[src/rtl/rate_changer_mc.sv]
// Lockstep multi-channel decimator / interpolator with run-time rate R = 2^rate_log2.
// Build option RATE_CHANGER_HOLD_EN: interpolator repeats the last sample instead of zero-stuffing.
module rate_changer_mc #(
    parameter int unsigned WIDTH         = 16,
    parameter int unsigned CHANNELS      = 2,
    parameter int unsigned MAX_RATE_LOG2 = 4,
    parameter bit          DnI           = 1'b1
) (
    input  logic                               clk,
    input  logic                               rst,
    input  logic [$clog2(MAX_RATE_LOG2+1)-1:0] rate_log2,
    input  logic                               in_valid,
    output logic                               in_ready,
    input  logic [CHANNELS*WIDTH-1:0]          in_data,
    output logic                               out_valid,
    input  logic                               out_ready,
    output logic [CHANNELS*WIDTH-1:0]          out_data,
    output logic [MAX_RATE_LOG2-1:0]           phase
);

    localparam int unsigned DW = CHANNELS * WIDTH;
    localparam int unsigned RW = $clog2(MAX_RATE_LOG2 + 1);
    localparam int unsigned PW = MAX_RATE_LOG2;

    logic [RW-1:0] rate_q;
    logic [RW-1:0] rate_cl_c;
    logic [RW-1:0] r_eff_c;
    logic [PW-1:0] last_phase_c;
    logic [PW-1:0] phase_inc_c;
    logic [PW-1:0] phase_d;
    logic          slot_free_c;
    logic          accept_c;
    logic          beat_c;
    logic          out_valid_d;
    logic [DW-1:0] out_data_d;
    logic [DW-1:0] fill_c;

    // Rate is only re-sampled at a group boundary; mid-group it is held in rate_q.
    always_comb begin
        rate_cl_c    = (32'(rate_log2) > MAX_RATE_LOG2) ? RW'(MAX_RATE_LOG2) : rate_log2;
        r_eff_c      = (phase == '0) ? rate_cl_c : rate_q;
        last_phase_c = PW'((32'd1 << r_eff_c) - 32'd1);
        phase_inc_c  = (phase == last_phase_c) ? '0 : phase + PW'(1);
    end

    always_comb begin
        slot_free_c = !out_valid || out_ready;
        if (DnI) begin
            in_ready = slot_free_c && !rst;
        end else begin
            in_ready = slot_free_c && (phase == '0) && !rst;
        end
        accept_c = in_valid && in_ready;
    end

`ifdef RATE_CHANGER_HOLD_EN
    logic [DW-1:0] hold_q;

    always_ff @(posedge clk) begin
        if (rst) begin
            hold_q <= '0;
        end else if (accept_c) begin
            hold_q <= in_data;
        end
    end

    assign fill_c = hold_q;
`else
    assign fill_c = '0;
`endif

    // Next output word, valid and phase for both modes.
    always_comb begin
        out_valid_d = out_valid;
        out_data_d  = out_data;
        phase_d     = phase;
        beat_c      = 1'b0;
        if (DnI) begin
            if (accept_c) begin
                beat_c = 1'b1;
                if (phase == '0) begin
                    out_valid_d = 1'b1;
                    out_data_d  = in_data;
                end else begin
                    out_valid_d = 1'b0;
                end
            end else if (slot_free_c) begin
                out_valid_d = 1'b0;
            end
        end else begin
            if (accept_c) begin
                beat_c      = 1'b1;
                out_valid_d = 1'b1;
                out_data_d  = in_data;
            end else if (slot_free_c && (phase != '0)) begin
                beat_c      = 1'b1;
                out_valid_d = 1'b1;
                out_data_d  = fill_c;
            end else if (slot_free_c) begin
                out_valid_d = 1'b0;
            end
        end
        if (beat_c) begin
            phase_d = phase_inc_c;
        end
    end

    always_ff @(posedge clk) begin
        if (rst) begin
            out_valid <= 1'b0;
            out_data  <= '0;
            phase     <= '0;
            rate_q    <= '0;
        end else begin
            out_valid <= out_valid_d;
            out_data  <= out_data_d;
            phase     <= phase_d;
            rate_q    <= r_eff_c;
        end
    end

endmodule

[config.mk]
export PLATFORM = sky130hd
export DESIGN_NAME = rate_changer_mc
export DESIGN_NICKNAME = d
export VERILOG_FILES = /design/src/rtl/rate_changer_mc.sv
export SDC_FILE = /design/constraint.sdc
export NUM_CORES = 1
export LEC_CHECK = 0
export CAP_MARGIN = 30
export CORE_MARGIN = 3
export CORE_UTILIZATION = 40
export CTS_CLUSTER_DIAMETER = 50
export DETAILED_ROUTE_END_ITERATION = 8
export MAX_ROUTING_LAYER = met4
export PLACE_DENSITY = 0.85
export SLEW_MARGIN = 20
export SYNTH_ARGS = -nofsm -noshare
export SYNTH_HDL_FRONTEND = slang
export SYNTH_SLANG_ARGS = --single-unit
[constraint.sdc]
create_clock -name clk -period 4.9 [get_ports clk]
set_input_delay 1.225 -clock clk [delete_from_list [all_inputs] [get_ports clk]]
set_output_delay 1.225 -clock clk [all_outputs]
set_load 0.05 [all_outputs]
==> impl_metrics.yaml, run 1 <==
run_status:
  status: "finished clean"
final_layout:
  multi_input_area_um2: 780.7
  drive_gt1_share_pct: 5.338
  fin_area_um2: 2581
  regArea_um2: 800.8
  final_nets: 322
  area_delta_synth_final_pct: 54.65
  nFillCells: 333
  antennaDiodeCount: 0
timing:
  grt_setup_unrepaired: "false"
  post-route-period-util_pct: 82.03
  hold_viol: 0
  worst_pin_slew_ns: 0.6726
  fin_crit_ns: 4.019
  setup_tns_ns: 0
  finalClockSkew_ns: 0.006465
  setup_viol: 0
  timing.fmax_mhz: 248.8
  relSlewSlack_pct: 55.02
  drv_slew: 0
logic_synthesis:
  synth.top_cell.area_share_pct: 47.98
  ys_seq_area_share_pct: 47.98
  syn_area_um2: 1669
  yosysUniqueCellTypes: 28
  synthArstFlopShare_pct: 0
  syn-instance-count: 205
  synth.avg_cell_area_um2: 8.142
  ys_ff_latch: 40
  yosys.area.top_type: "dfxtp_1"
  synthFlopType: "dfxtp_1"
  syn_nets: 247
  synth_edf_count: 0
  yosys-top-cells-area: "dfxtp_1, nand2_1, a21oi_1, buf_6, nor2_1"
  ys_warn_count: 0
flow_run:
  drv_cap: 0
clocking:
  ctsHoldBuffers: 0
  cts_tree: "built"
  clk_latency_ns: 0.28
  cts-root-buf: "clkbuf_8"
  clkSlewWorstSetupHoldPaths_ns: 0.07
  htree_num_levels: 2
  cts.sinks: 40
  postCtsSetupBuffers: 0
  numCtsBuffers: 5
  cts-resized-gates: 0
  clk_path_buf_depth: 2
worst_setup_path:
  worstSetupStartpointType: "input port"
  crit_fanout: 5
  worst_r2r_path_depth: 11
  critPathSlowestCell: "clkdlybuf4s50_1"
  crit_path_start: "out_ready"
  crit_chain: "clkdlybuf4s50_1, nor2b_1, nor2_1, clkdlybuf4s50_1"
  crit_arrival_ns: 2.79
  r2r_start: "phase[0]"
  crit_top_cell: "clkdlybuf4s50_1"
  critPathKind: "in -> out"
  crit_required_ns: 3.67
  max_stage_delay_ns: 0.71
  reg2reg_to: "phase[3]"
  cp-endpoint: "in_ready"
  r2r_slack_ns: 1.77
  end_kind: "primary output"
power:
  seq_power_share_pct: 41.5
  p_switching_mw: 0.2468
  p_int_mw: 0.6141
  comb_power_share_pct: 25.4
  power_frac_clock_pct: 33.1
  powerDensity_nw_per_um2: 333.5
  leakage_nw: 0.9218
  ir_worst_vdd_mv: 0.2976
  swShare_pct: 28.67
detailed_routing:
  wire_per_inst_um: 12.63
  final_antenna_net_count: 0
  wl_mm: 4.156
  via_per_inst: 4.812
  firstDrtPassIters: 4
  vias: 1583
  route.detailed.drc: 0
  drt-initial-drc-count: 96
global_route:
  grt_start_max_net_pins: 40
  grt_pass1_vias: 1507
  overflow: 0
  antenna_found_initial: 0
  grt.total_usage_pct: 17.39
  grt_pass1_wl_mm: 6.844
floorplan:
  initial_core_util_pct: 43.62
  core_area_um2: 3826
  die_h_um: 70.60
  die_w_um: 70.60
  ios: 77
  num_rows: 22
  dieArea_um2: 4984
placed_design:
  gp_congestion: 0.7833
  port-buffer-count: 76
  place_hpwl_mm: 3.021
  postPlaceCellArea_um2: 2455
worst_hold_path:
  worstHoldPathType: "reg -> reg"
area by class of cell:
| class | instances | area share [%] |
|---|---|---|
| clock buffers | 7 | 3.732 |
| clock inverters | 1 | 1.163 |
| inverters | 4 | 0.5817 |
| multi-input cells | 150 | 30.25 |
| flip-flops and latches | 40 | 31.02 |
| well taps | 48 | 2.327 |
| repair buffers | 79 | 30.93 |
cell usage in the layout (no fill, tap or decap), drive strengths merged, types with 2 or more instances in the layout:
cell	count
a21oi	36
nand2	70
nor2	11
xor2	3
mux2i	3
nand2b	2
buf	3
nor3b	2
nand3b	2
dfxtp	40
clkbuf	7
ha	3
nor3	5
inv	4
clkdlybuf4s50	76
xnor2	3
cell families (layout without fill, tap and decap cells):
logic type	Yosys count	after routing	synth area share, %
AO/OA/AOI/OAI	41	41	13.42
multiplexers	3	3	2.549
AND/OR/NAND/NOR	97	97	25.41
buffers and inverters	15	91	5.247
XOR/XNOR	6	6	3.149
adder cells (fa/ha/maj)	3	3	2.249
flip-flops	40	40	47.98
power by group through the flow:
stage                     Sequential [mW]  Clock [mW]  Combinational (mW)
after detailed placement            0.365           0               0.220
final                               0.357       0.285               0.219
after floorplan                     0.423           0              0.0825
after CTS                           0.357       0.291               0.221
after global placement              0.364           0               0.213
after global routing                0.361       0.306               0.234
stage by stage:
stage                     hold WS, ns  util (%)  power (mW)  setup WS (ns)  std cells
after floorplan                0.4536         -      0.5058          1.393        205
after detailed placement       0.4455     64.16      0.5847         0.8636        321
after CTS                      0.4563     67.46      0.8700         0.8559        329
after global routing           0.4806     67.46      0.8999         0.7824        329
after global placement         0.4409     63.37      0.5768         0.8767        319
final                          0.4532     67.46      0.8608         0.8807        329
how the worst min path moves through the flow:
stage / endpoint / slack [ns] / depth (start not counted) / start
detailed placement: out_data[19] / 0.45 / 2 / out_data[19]
global placement: out_data[11] / 0.44 / 2 / out_data[11]
global route: out_data[17] / 0.48 / 2 / out_data[17]
CTS: out_data[19] / 0.46 / 2 / out_data[19]
floorplan: rate_q[1] / 0.45 / 2 / rate_q[1]
finish: out_data[17] / 0.45 / 2 / out_data[17]
flip-flops by register name, indices dropped and copies added, names as in the netlist:
register,cells
phase,4
rate_q,3
out_data,32
out_valid,1
cell usage after synthesis, types with 2 or more instances:
| cell | instances |
|---|---|
| nand2_1 | 70 |
| dfxtp_1 | 40 |
| a21oi_1 | 36 |
| nor2_1 | 11 |
| clkbuf_1 | 6 |
| buf_6 | 4 |
| inv_1 | 4 |
| nor3_1 | 4 |
| ha_1 | 3 |
| xnor2_1 | 3 |
| xor2_1 | 3 |
| mux2i_1 | 2 |
| nand2b_1 | 2 |
| nand3b_1 | 2 |
| nor3b_1 | 2 |
per-layer routing:
layer | routed length (µm) | global-route usage [%]
met1 | 1796 | 20.39
met2 | 2017 | 28.90
met3 | 301 | 5.682
met4 | 42 | 4.384
met5 | 0 | -
critical path, delay by kind of cell:
kind | cells | cell delay, ns
buffers and inverters | 2 | 1.11
and+or+nand+nor | 2 | 0.46
No activity file was read; power rests on OpenSTA's default activity.
==> inputs of run 2 (changes only) <==
CORE_UTILIZATION = 37   (was 40)
PLACE_DENSITY = 0.83   (was 0.85)
clock period = 3.4 ns   (was 4.9 ns; I/O delays follow)
==> impl_metrics.yaml, run 2 (synthesized netlist as in run 1, its figures left out) <==
run_status:
  status: "finished clean"
worst_setup_path:
  crit_fanout: 8
  r2r_slack_ns: 0.42
  worstSetupStartpointType: "flip-flop"
  crit_chain: "inv_1, ha_1, or3b_1, nor4b_1, a31oi_1, ha_1, xnor2_1, a2111oi_2, o21ai_0, o221ai_2, nor2_1"
  crit_required_ns: 3.57
  end_kind: "flip-flop"
  crit_arrival_ns: 3.15
  critPathSlowestCell: "or3b_1"
  max_stage_delay_ns: 0.54
  critPathKind: "reg -> reg"
  crit_top_cell: "ha_1"
  crit_path_start: "phase[0]"
  worst_r2r_path_depth: 11
  r2r_start: "phase[0]"
  reg2reg_to: "phase[0]"
timing:
  worst_pin_slew_ns: 0.5412
  timing.fmax_mhz: 335.1
  setup_viol: 0
  drv_slew: 0
  fin_crit_ns: 2.984
  relSlewSlack_pct: 63.83
  finalClockSkew_ns: 0.004310
  grt_setup_unrepaired: "false"
  post-route-period-util_pct: 87.77
  hold_viol: 0
floorplan:
  dieArea_um2: 5353
  die_h_um: 73.17
  ios: 77
  num_rows: 23
  die_w_um: 73.17
  initial_core_util_pct: 40.00
  core_area_um2: 4173
final_layout:
  max_flop_register: "out_data"
  fin_area_um2: 2600
  largest_reg_flops: 32
  final_common_cell: "clkdlybuf4s50_1"
  final_cell_mix: "clkdlybuf4s50_1, nand2_1, dfxtp_1, a21oi_1, nor2_1"
  reg_top3: "out_data: 32 flops, phase: 4 flops, rate_q: 3 flops"
  final_nets: 324
  final_util_pct: 62.31
  area_delta_synth_final_pct: 55.77
  drive_gt1_share_pct: 6.714
  antennaDiodeCount: 0
placed_design:
  place_hpwl_mm: 2.975
  port-buffer-count: 76
  postPlaceCellArea_um2: 2467
  gp_congestion: 0.8031
clocking:
  cts-root-buf: "clkbuf_8"
  clkSlewWorstSetupHoldPaths_ns: 0.07
  clk_path_buf_depth: 2
  clk_latency_ns: 0.27
  ctsHoldBuffers: 0
  cts_tree: "built"
  numCtsBuffers: 5
  cts.sinks: 40
  htree_num_levels: 2
global_route:
  overflow: 0
  antenna_found_initial: 0
  grt_start_max_net_pins: 40
  grt_pass1_wl_mm: 6.789
  grt.total_usage_pct: 16.14
  grt_pass1_vias: 1620
flow_run:
  drv_cap: 0
power:
  leakage_nw: 0.9345
  ir_worst_vdd_mv: 0.2230
  powerDensity_nw_per_um2: 478.1
detailed_routing:
  wire_per_inst_um: 12.22
  via_per_inst: 4.835
  wl_mm: 4.069
  route.detailed.drc: 0
  vias: 1610
  drt-initial-drc-count: 38
  firstDrtPassIters: 4
  final_antenna_net_count: 0
worst_hold_path:
  worstHoldPathType: "reg -> reg"
  min_path_cells: 2
  holdPathEnd: "out_data[5]"
  hold_start: "out_data[5]"
run 2: cell types whose count changed in the layout (fill, tap and decap cells not counted), sizes merged:
cell and delta:
buf +3, clkdlybuf4s50 -1
run 2: worst max path at each step:
stage               slack (ns)  depth (start not counted)  endpoint
floorplan                 0.42                         12  phase[0]
global placement          0.17                          9  phase[3]
detailed placement       -0.07                          9  phase[0]
CTS                       0.16                         11  phase[0]
global route              0.07                         11  phase[0]
finish                    0.42                         11  phase[0]
run 2: stage by stage:
step	cells	worst slack [ns]	TNS [ns]	power (mW)	hold WS, ns
final	333	0.4159	0	1.243	0.4531
after global routing	333	0.06782	0	1.302	0.4710
after CTS	333	0.1586	0	1.253	0.4560
after detailed placement	325	-0.07059	-0.1835	0.8440	0.4467
after global placement	325	0.1725	0	0.8398	0.4411
after floorplan	205	0.4198	0	0.7289	0.4536
run 2: timing repair:
action                                  in CTS  in global routing
gates resized for setup                      0                  2
setup buffers                                0                  0
endpoints found under the setup margin       0                  4
endpoints found under the hold margin        0                  0
run 2: cell type report:
type / count / area (µm²)
Fill cell: 388 / 1573
Timing Repair Buffer: 81 / 808.3
Sequential cell: 40 / 800.8
Multi-Input combinational cell: 150 / 787.0
Clock buffer: 7 / 96.34
Tap cell: 50 / 62.56
Clock inverter: 1 / 30.03
Inverter: 4 / 15.01
run 2: routing by layer:
metal  global-route usage [%]  vias to the layer above  share of wire, %
li1                         -                      827                 -
met1                    18.05                      729                41
met2                    28.40                       50                50
met3                    4.270                        4               7.8
met4                    3.893                        0              0.66
met5                        -                        -                 0
run 2: critical path: cells and delay by family (launching register included):
family                     cells  cell delay, ns
and+or+nand+nor                3            0.98
xor gates and xnor gates       1            0.14
adders and majority gates      2            0.46
buffers and inverters          1            0.09
AOI/OAI and AO/OA              4            0.82
DFF                            1            0.39
run 2: where the power goes:
| part | total [mW] | internal, mW | switching, mW |
|---|---|---|---|
| combinational | 0.318 | 0.132 | 0.186 |
| sequential | 0.515 | 0.496 | 0.0191 |
| clock | 0.410 | 0.259 | 0.151 |
